## config.mk

```make
export PLATFORM = sky130hd
export DESIGN_NAME = combinational_selftest_seq_flat
export DESIGN_NICKNAME = d
export VERILOG_FILES = /design/src/rtl/combinational_selftest_seq_if.sv /design/src/rtl/combinational_selftest_seq.sv /design/src/flat_wrapper.sv
export SDC_FILE = /design/constraint.sdc
export NUM_CORES = 1
export LEC_CHECK = 0
export CELL_PAD_IN_SITES_DETAIL_PLACEMENT = 1
export CELL_PAD_IN_SITES_GLOBAL_PLACEMENT = 2
export CORE_UTILIZATION = 34
export DETAILED_ROUTE_END_ITERATION = 8
export PLACE_DENSITY = 0.88
export SLEW_MARGIN = 40
export SYNTH_ARGS = -nofsm -noshare
export SYNTH_HDL_FRONTEND = slang
export SYNTH_SLANG_ARGS = --single-unit
```

## constraint.sdc

```tcl
create_clock -name clk -period 4.75 [get_ports clk]
set_input_delay 1.425 -clock clk [delete_from_list [all_inputs] [get_ports clk]]
set_output_delay 1.425 -clock clk [all_outputs]
set_load 0.005 [all_outputs]
```

## src/rtl/combinational_selftest_seq_if.sv

```systemverilog
// Handshake and pattern bus between board control, the self-test
// sequencer and the combinational block under test.
interface combinational_selftest_seq_if;
   logic       start;
   logic [4:0] in_drive;
   logic       in0_out;
   logic       in0_and_in1_out;
   logic       in0_or_in1_out;
   logic       not_in2_out;
   logic       busy;
   logic       done;
   logic       pass;
   logic [5:0] err_count;
   logic [4:0] fail_pattern;
   logic [3:0] fail_mask;

   modport master (
      output start,
      output in0_out,
      output in0_and_in1_out,
      output in0_or_in1_out,
      output not_in2_out,
      input  in_drive,
      input  busy,
      input  done,
      input  pass,
      input  err_count,
      input  fail_pattern,
      input  fail_mask
   );

   modport slave (
      input  start,
      input  in0_out,
      input  in0_and_in1_out,
      input  in0_or_in1_out,
      input  not_in2_out,
      output in_drive,
      output busy,
      output done,
      output pass,
      output err_count,
      output fail_pattern,
      output fail_mask
   );
endinterface

```

## src/rtl/combinational_selftest_seq.sv

```systemverilog
// Built-in self-test sequencer: sweeps all 32 input patterns through the
// combinational block, counts mismatches and latches the first failure.
module combinational_selftest_seq #(
   parameter int SETTLE_CYCLES = 4,
   parameter bit STOP_ON_FAIL  = 1'b1
) (
   input logic clk,
   input logic rst,
   combinational_selftest_seq_if.slave bus
);

   typedef enum logic [2:0] {
      IDLE,
      DRIVE,
      SETTLE,
      CHECK,
      DONE
   } state_t;

   localparam logic [7:0] SETTLE_LOAD = 8'(SETTLE_CYCLES - 1);

   state_t     state;
   logic [4:0] pat;
   logic [7:0] cnt;
   logic [4:0] drive;
   logic       running;
   logic       finished;
   logic       ok;
   logic [5:0] errs;
   logic [4:0] first_pat;
   logic [3:0] first_mask;

   logic [3:0] expect_v;
   logic [3:0] observed;
   logic [3:0] mism;
   logic [5:0] err_next;
   logic       last;

   always_comb begin
      expect_v = {~pat[2], pat[0] | pat[1], pat[0] & pat[1], pat[0]};
      observed = {bus.not_in2_out, bus.in0_or_in1_out,
                  bus.in0_and_in1_out, bus.in0_out};
      mism     = expect_v ^ observed;
      err_next = errs + {5'd0, |mism};
      // p=31 is tested before any increment so the pattern never wraps
      last     = ((|mism) && STOP_ON_FAIL) || (pat == 5'd31);
   end

   always_ff @(posedge clk) begin
      if (rst) begin
         state      <= IDLE;
         pat        <= 5'd0;
         cnt        <= 8'd0;
         drive      <= 5'd0;
         running    <= 1'b0;
         finished   <= 1'b0;
         ok         <= 1'b0;
         errs       <= 6'd0;
         first_pat  <= 5'd0;
         first_mask <= 4'd0;
      end else begin
         unique case (state)
            IDLE, DONE: begin
               if (bus.start) begin
                  state      <= DRIVE;
                  pat        <= 5'd0;
                  drive      <= 5'd0;
                  running    <= 1'b1;
                  finished   <= 1'b0;
                  ok         <= 1'b0;
                  errs       <= 6'd0;
                  first_pat  <= 5'd0;
                  first_mask <= 4'd0;
               end
            end
            DRIVE: begin
               cnt   <= SETTLE_LOAD;
               state <= SETTLE;
            end
            SETTLE: begin
               if (cnt == 8'd0) begin
                  state <= CHECK;
               end else begin
                  cnt <= cnt - 8'd1;
               end
            end
            CHECK: begin
               if (|mism) begin
                  errs <= err_next;
                  if (errs == 6'd0) begin
                     first_pat  <= pat;
                     first_mask <= mism;
                  end
               end
               if (last) begin
                  state    <= DONE;
                  drive    <= 5'd0;
                  running  <= 1'b0;
                  finished <= 1'b1;
                  ok       <= (err_next == 6'd0);
               end else begin
                  pat   <= pat + 5'd1;
                  drive <= pat + 5'd1;
                  state <= DRIVE;
               end
            end
            default: state <= IDLE;
         endcase
      end
   end

   assign bus.in_drive     = drive;
   assign bus.busy         = running;
   assign bus.done         = finished;
   assign bus.pass         = ok;
   assign bus.err_count    = errs;
   assign bus.fail_pattern = first_pat;
   assign bus.fail_mask    = first_mask;

endmodule

```

## src/flat_wrapper.sv

```systemverilog
// flat-port wrapper written by rule: the top's interface ports become plain ports
module combinational_selftest_seq_flat 
#(
   parameter int SETTLE_CYCLES = 4,
   parameter bit STOP_ON_FAIL  = 1'b1
)
  (clk, rst, bus_start, bus_in0_out, bus_in0_and_in1_out, bus_in0_or_in1_out, bus_not_in2_out, bus_in_drive, bus_busy, bus_done, bus_pass, bus_err_count, bus_fail_pattern, bus_fail_mask);
  combinational_selftest_seq_if bus_i ();
  input logic clk;
  input logic rst;
  input wire logic [$bits(bus_i.start)-1:0] bus_start;
  input wire logic [$bits(bus_i.in0_out)-1:0] bus_in0_out;
  input wire logic [$bits(bus_i.in0_and_in1_out)-1:0] bus_in0_and_in1_out;
  input wire logic [$bits(bus_i.in0_or_in1_out)-1:0] bus_in0_or_in1_out;
  input wire logic [$bits(bus_i.not_in2_out)-1:0] bus_not_in2_out;
  output wire logic [$bits(bus_i.in_drive)-1:0] bus_in_drive;
  output wire logic [$bits(bus_i.busy)-1:0] bus_busy;
  output wire logic [$bits(bus_i.done)-1:0] bus_done;
  output wire logic [$bits(bus_i.pass)-1:0] bus_pass;
  output wire logic [$bits(bus_i.err_count)-1:0] bus_err_count;
  output wire logic [$bits(bus_i.fail_pattern)-1:0] bus_fail_pattern;
  output wire logic [$bits(bus_i.fail_mask)-1:0] bus_fail_mask;
  assign bus_i.start = bus_start;
  assign bus_i.in0_out = bus_in0_out;
  assign bus_i.in0_and_in1_out = bus_in0_and_in1_out;
  assign bus_i.in0_or_in1_out = bus_in0_or_in1_out;
  assign bus_i.not_in2_out = bus_not_in2_out;
  assign bus_in_drive = bus_i.in_drive;
  assign bus_busy = bus_i.busy;
  assign bus_done = bus_i.done;
  assign bus_pass = bus_i.pass;
  assign bus_err_count = bus_i.err_count;
  assign bus_fail_pattern = bus_i.fail_pattern;
  assign bus_fail_mask = bus_i.fail_mask;
  combinational_selftest_seq #(.SETTLE_CYCLES(SETTLE_CYCLES), .STOP_ON_FAIL(STOP_ON_FAIL)) u_core (.clk(clk), .rst(rst), .bus(bus_i));
endmodule
```

==> results by group, run 1 <==
Cells and area
  – Number of fill cells in the layout: 645
  – Layout cell share with drive strength beyond 1: 7.17%
  – Area growth from synthesis to layout: 23.1%
  – Antenna Cells: 0
  – Final nets: 250

Setup path
  – Startpoint types: primary input
  – WS Path Type: primary input to flop
  – FF-to-FF path depth: 10
  – Crit path arrival time: 4.08 ns
  – WP data required: 4.95 ns
  – Setup crit end kind: flop
  – Peak fanout along the critical path: 8

Floorplanning
  – Initial core utilization: 35.5%
  – DIE WIDTH: 75.3 um
  – # IOs: 30
  – Row count: 26
  – Core area: 0.00514 mm^2
  – Die ar.: 0.00566 mm^2
  – Chip height: 75.3 um

Synthesis
  – Cell type with the highest aggregate area in the netlist: dfxtp_1
  – Mapped Area: 0.00182 mm^2
  – Most common cell in the netlist: dfxtp_1
  – Synth Flop Type: dfxtp_1
  – Seq/Total Area, Yosys: 42.8%
  – Synth top area cells: dfxtp_1, xnor2_1, nor2_1
  – Post-Synthesis Cells: 209
  – Mapped Nets: 223
  – #FFs+latches synth: 39
  – Async SR Flop Fraction: 0%
  – Most frequent cells after synthesis: dfxtp_1, nor2_1, nand2_1
  – Synth Area per Inst: 8.73 um^2
  – Post-synth EDFFs: 0
  – Yosys cell types: 43
  – Post-synth top area share: 42.8%
  – Synth warnings: 0

Global route
  – Gr ovfl total: 0
  – Antenna violations before repair: 0
  – Number of global-route vias before repair: 1501
  – First-pass GRT wire length: 7270 um
  – Largest net degree at the start of global routing: 33
  – Overall Global Routing Usage: 17.4%

Route
  – Via count: 1574
  – Final WL: 4450 um
  – DRT antenna net count: 0
  – Routed WL per cell: 14.5 um
  – Avg Vias per Cell: 5.13
  – DR pass1 iterations: 4
  – Initial DRC count: 39
  – DRC: 0

Pwr
  – PD cells: 406 mW/mm^2
  – P_int: 0.000593 W
  – Net Sw Frac: 35.0%
  – Clock power frac: 23.5%
  – Peak supply drop: 0.161 mV
  – P_leak: 0.796 nW
  – Total power: 0.000913 W
  – Switching power: 0.000319 W
  – Combinational power share: 31.6%
  – Sequential Power Share: 44.9%

STA
  – Hold Violations, Final: 0
  – Slew Limit Fails: 0
  – Max Clock Skew: 0.00826 ns
  – Top achievable clock speed: 0.258 GHz
  – Least-Margin Pin Slew: 0.739 ns
  – Period utilization: 81.7%
  – RSZ-0062 raised after global routing: false
  – Slew margin rel.: 50.6%
  – Setup violators final: 0
  – Fin crit period: 3.88 ns
  – Setup TNS: 0 ns

Clocking
  – Clock transition at the registers of the reported paths: 0.07 ns
  – CTS Buf Count: 5
  – CTS Hold Bufs: 0
  – Total number of H-tree levels: 2
  – CTS sink cnt: 39
  – Setup bufs post-CTS: 0
  – Maximum clock path buffer count: 2
  – CTS tree: yes
  – Worst skew pair latency: 0.29 ns
  – Root buffer cell: clkbuf_8
  – PostCTS Resize Cnt: 0

Min path
  – Hold path depth: 2
  – Hold Crit Class: flop to flop

Job
  – Maxcap violations: 0

Placement
  – GPL Wtd Cong: 0.831
  – # port buffers: 29
  – DP HPWL: 3360 um

Run status
  – Status: finished clean
-- power groups by stage --
stage | Sequential, W | Clock [W] | Combinational [W]
finish | 0.000410 | 0.000214 | 0.000288
global route | 0.000417 | 0.000236 | 0.000326
CTS | 0.000410 | 0.000225 | 0.000292
detailed placement | 0.000417 | 0 | 0.000291
global placement | 0.000416 | 0 | 0.000284
floorplan | 0.000394 | 0 | 0.000238
-- layout by cell type, fill, tap and decap left out, types with 2 or more instances in the layout --
cell,Yosys,routed
dfxtp_1,39,39
nor2_1,30,30
clkdlybuf4s50_1,0,29
nand2_1,14,14
xnor2_1,13,13
a21oi_1,13,13
a22oi_1,10,10
nand3_1,8,8
o21ai_0,8,8
nor3_1,7,7
ha_1,7,7
inv_1,5,5
a22o_1,5,5
clkbuf_8,0,5
xor2_1,4,4
nor3b_1,3,3
or4_1,3,3
or2_2,2,2
or3_1,2,2
a311oi_1,2,2
nor4_1,2,2
o2bb2ai_1,2,2
a211oi_1,2,2
-- kinds of logic after synthesis --
kind of cell             share of synthesized area [%]
AO/OA/AOI/OAI                                     17.0
XOR/XNOR                                          8.16
adder cells (fa/ha/maj)                           4.80
buffers and inverters                             3.91
flip-flops                                        42.8
multiplexers                                     0.617
AND/OR/NAND/NOR                                   22.7
-- state kept, by name (all words and copies together) (netlist names) --
signal,cells
u_core.bus.done,1
u_core.bus.in_drive,5
u_core.bus.pass,1
u_core.state,3
u_core.pat,5
u_core.bus.fail_pattern,5
u_core.bus.busy,1
u_core.cnt,8
u_core.bus.fail_mask,4
u_core.bus.err_count,6
-- final timing paths --
| kind | start | endpoint | slack (ns) |
|---|---|---|---|
| min | u_core.bus.in_drive[4] | u_core.bus.in_drive[4] | 0.47 |
| min reg2reg | u_core.bus.in_drive[4] | u_core.bus.in_drive[4] | 0.47 |
| max | bus_in0_or_in1_out | u_core.bus.pass | 0.87 |
| max reg2reg | u_core.pat[0] | u_core.bus.pass | 1.59 |
-- per-stage QoR --
stage	setup slack, ns	hold slack, ns	util, %	area (um^2)	cells
2_1_floorplan	1.19	0.453	-	1820	209
3_3_place_gp	0.650	0.445	42.0	2160	299
3_5_place_dp	0.587	0.458	42.0	2160	299
4_1_cts	0.877	0.469	43.7	2250	307
5_1_grt	0.725	0.484	43.7	2250	307
6_report	0.871	0.467	43.7	2250	307
-- per-layer routing --
metal	wire length, um	vias to the layer above	track usage, %
li1	-	792	-
met1	2180	750	23.1
met2	2050	27	27.6
met3	161	5	4.28
met4	55	0	6.17
met5	0	-	0
-- worst max-delay path, stage by stage --
cell and delay (ns):
clkdlybuf4s50_1 0.42, xnor2_1 0.16, and4bb_2 0.36, inv_2 0.09, ha_1 0.22, ha_1 0.30
or4_1 0.50, or4_1 0.40, o31ai_1 0.19
-- area by class of cell --
cell class | instances | area, um^2 | area share, %
multi-input cells | 154 | 972 | 43.3
flip-flops and latches | 39 | 781 | 34.8
repair buffers | 30 | 298 | 13.3
well taps | 70 | 87.6 | 3.90
clock buffers | 6 | 72.6 | 3.23
inverters | 6 | 22.5 | 1.00
clock inverters | 2 | 12.5 | 0.557
Note: power is estimated with default switching activity, not from simulation.
==> inputs of run 2 (changes only) <==
CORE_UTILIZATION = 31   (was 34)
PLACE_DENSITY = 0.81   (was 0.88)
clock period = 4.01 ns   (was 4.75 ns; I/O delays follow)
==> results by group, run 2 (synthesis results as in run 1) <==
Run status
  – Status: finished clean

Global route
  – Largest net degree at the start of global routing: 32 (-3.0%)
  – First-pass GRT wire length: 7690 um (+5.8%)
  – Gr ovfl total: 0 (unchanged)
  – Overall Global Routing Usage: 15.9% (-1.5 points)
  – Antenna violations before repair: 0 (unchanged)
  – Number of global-route vias before repair: 1538 (+2.5%)

Route
  – DRC: 0 (unchanged)
  – Via count: 1561 (-0.83%)
  – Routed WL per cell: 14.4 um (-0.74%)
  – DRT antenna net count: 0 (unchanged)
  – Final WL: 4480 um (+0.88%)
  – DR pass1 iterations: 4 (unchanged)
  – Initial DRC count: 77 (+97%)
  – Avg Vias per Cell: 5.00 (-2.4%)

Pwr
  – Peak supply drop: 0.154 mV (-4.8%)
  – PD cells: 491 mW/mm^2 (+21%)
  – P_leak: 0.821 nW (+3.1%)

Placement
  – # port buffers: 29 (unchanged)
  – DP HPWL: 3300 um (-1.5%)
  – Cell Area, Placed: 0.00219 mm^2 (+1.2%)
  – GPL Wtd Cong: 0.803 (-3.4%)

Floorplanning
  – Core area: 0.00557 mm^2 (+8.4%)
  – Row count: 27 (+3.8%)
  – # IOs: 30 (unchanged)
  – Chip height: 78.7 um (+4.6%)
  – DIE WIDTH: 78.7 um (+4.6%)
  – Initial core utilization: 32.7% (-2.8 points)
  – Die ar.: 0.00620 mm^2 (+9.4%)

Setup path
  – Crit path arrival time: 3.81 ns (-0.27 ns)
  – Startpoint types: primary input
  – Peak fanout along the critical path: 5 (-3)
  – WS Path Type: primary input to flop
  – FF-to-FF Start: u_core.pat[0]
  – FF-to-FF path depth: 10 (unchanged)
  – End of the critical path: u_core.bus.pass
  – Reg2reg end: u_core.bus.pass
  – R2r setup slk: 0.91 ns (-0.68 ns)
  – CP Launch Point: bus_in0_and_in1_out
  – WP data required: 4.20 ns (-0.75 ns)
  – Setup crit end kind: flop

STA
  – Period utilization: 90.2%
  – Hold slack final: 0.457 ns (-0.0104 ns)
  – Top achievable clock speed: 0.276 GHz
  – Hold Violations, Final: 0 (unchanged)
  – Setup violators final: 0 (unchanged)
  – Max Clock Skew: 0.00237 ns (-0.00589 ns)
  – Least-Margin Pin Slew: 0.764 ns (+0.0249 ns)
  – Setup TNS: 0 ns (unchanged)
  – RSZ-0062 raised after global routing: false
  – Fin crit period: 3.62 ns
  – Slew margin rel.: 48.9% (-1.7 points)
  – Slew Limit Fails: 0 (unchanged)

Clocking
  – Worst skew pair latency: 0.28 ns (about the same)
  – Root buffer cell: clkbuf_8
  – CTS Buf Count: 5 (unchanged)
  – CTS sink cnt: 39 (unchanged)
  – Total number of H-tree levels: 2 (unchanged)
  – PostCTS Resize Cnt: 0 (unchanged)
  – CTS tree: yes
  – Maximum clock path buffer count: 2 (unchanged)
  – Setup bufs post-CTS: 0 (unchanged)
  – Clock transition at the registers of the reported paths: 0.07 ns (about the same)
  – CTS Hold Bufs: 0 (unchanged)

Cells and area
  – Final core utilization: 41.0% (-2.7 points)
  – Antenna Cells: 0 (unchanged)
  – Max FFs per register: 8 (unchanged)
  – Register with the most flip-flops: u_core.cnt
  – Final nets: 253 (+1.2%)
  – Commonest non-fill, non-tap cells in the layout: dfxtp_1, nor2_1, clkdlybuf4s50_1
  – Design Area, Final: 0.00229 mm^2 (+1.8%)
  – Layout cell share with drive strength beyond 1: 8.33% (+1.2 points)
  – Commonest non-fill, non-tap cell in the layout: dfxtp_1
  – Area growth from synthesis to layout: 25.3%

Job
  – Maxcap violations: 0 (unchanged)

Min path
  – Hold Crit Class: flop to flop
==> run 2: where the power goes <==
group / total, W / internal (W) / switching, W
registers: 0.000486 / 0.000432 / 0.0000539
logic: 0.000346 / 0.000153 / 0.000193
clock network: 0.000289 / 0.000157 / 0.000132
==> run 2: final cells by class <==
class | instances | area, um^2
Sequential cell | 39 | 781
Multi-Input combinational cell | 154 | 972
Clock buffer | 8 | 100
Tap cell | 72 | 90.1
Timing Repair Buffer | 33 | 320
Inverter | 6 | 22.5
Fill cell | 672 | 3290
==> run 2: worst min path at each step <==
stage	start	end	slack, ns	depth (start not counted)
after global routing	u_core.bus.in_drive[1]	u_core.bus.in_drive[1]	0.49	2
after CTS	u_core.bus.in_drive[1]	u_core.bus.in_drive[1]	0.46	2
final	u_core.bus.in_drive[1]	u_core.bus.in_drive[1]	0.46	2
after floorplan	u_core.bus.in_drive[1]	u_core.bus.in_drive[1]	0.45	2
after detailed placement	u_core.bus.in_drive[1]	u_core.bus.in_drive[1]	0.45	2
after global placement	u_core.bus.in_drive[4]	u_core.bus.in_drive[4]	0.45	2
==> run 2: worst max-delay path, stage by stage <==
cell and delay [ns]:
clkdlybuf4s50_1 0.41, xnor2_1 0.21, and4bb_2 0.34, inv_2 0.05, ha_1 0.19, ha_1 0.29
or4_1 0.51, or4_1 0.40, o31ai_1 0.20
==> run 2: per-layer routing <==
layer | part of all wire [%] | up-vias | GRT usage, %
li1 | - | 796 | -
met1 | 52 | 736 | 23.3
met2 | 43 | 27 | 23.1
met3 | 3.9 | 2 | 3.68
met4 | 0.51 | 0 | 3.89
met5 | 0 | - | 0
==> run 2: metrics by stage <==
stage,instances,setup WS [ns],total power (W)
2_1_floorplan,209,0.677,0.000749
6_report,312,0.393,0.00112
5_1_grt,312,0.239,0.00122
3_5_place_dp,304,0.101,0.000842
4_1_cts,312,0.374,0.00114
3_3_place_gp,304,0.149,0.000838
==> inputs of run 3 (changes only) <==
SKIP_LAST_GASP = 1   (was unset)
==> results of run 3 <==
Same layout as run 2: the final DEF is identical, and so are final timing and power.
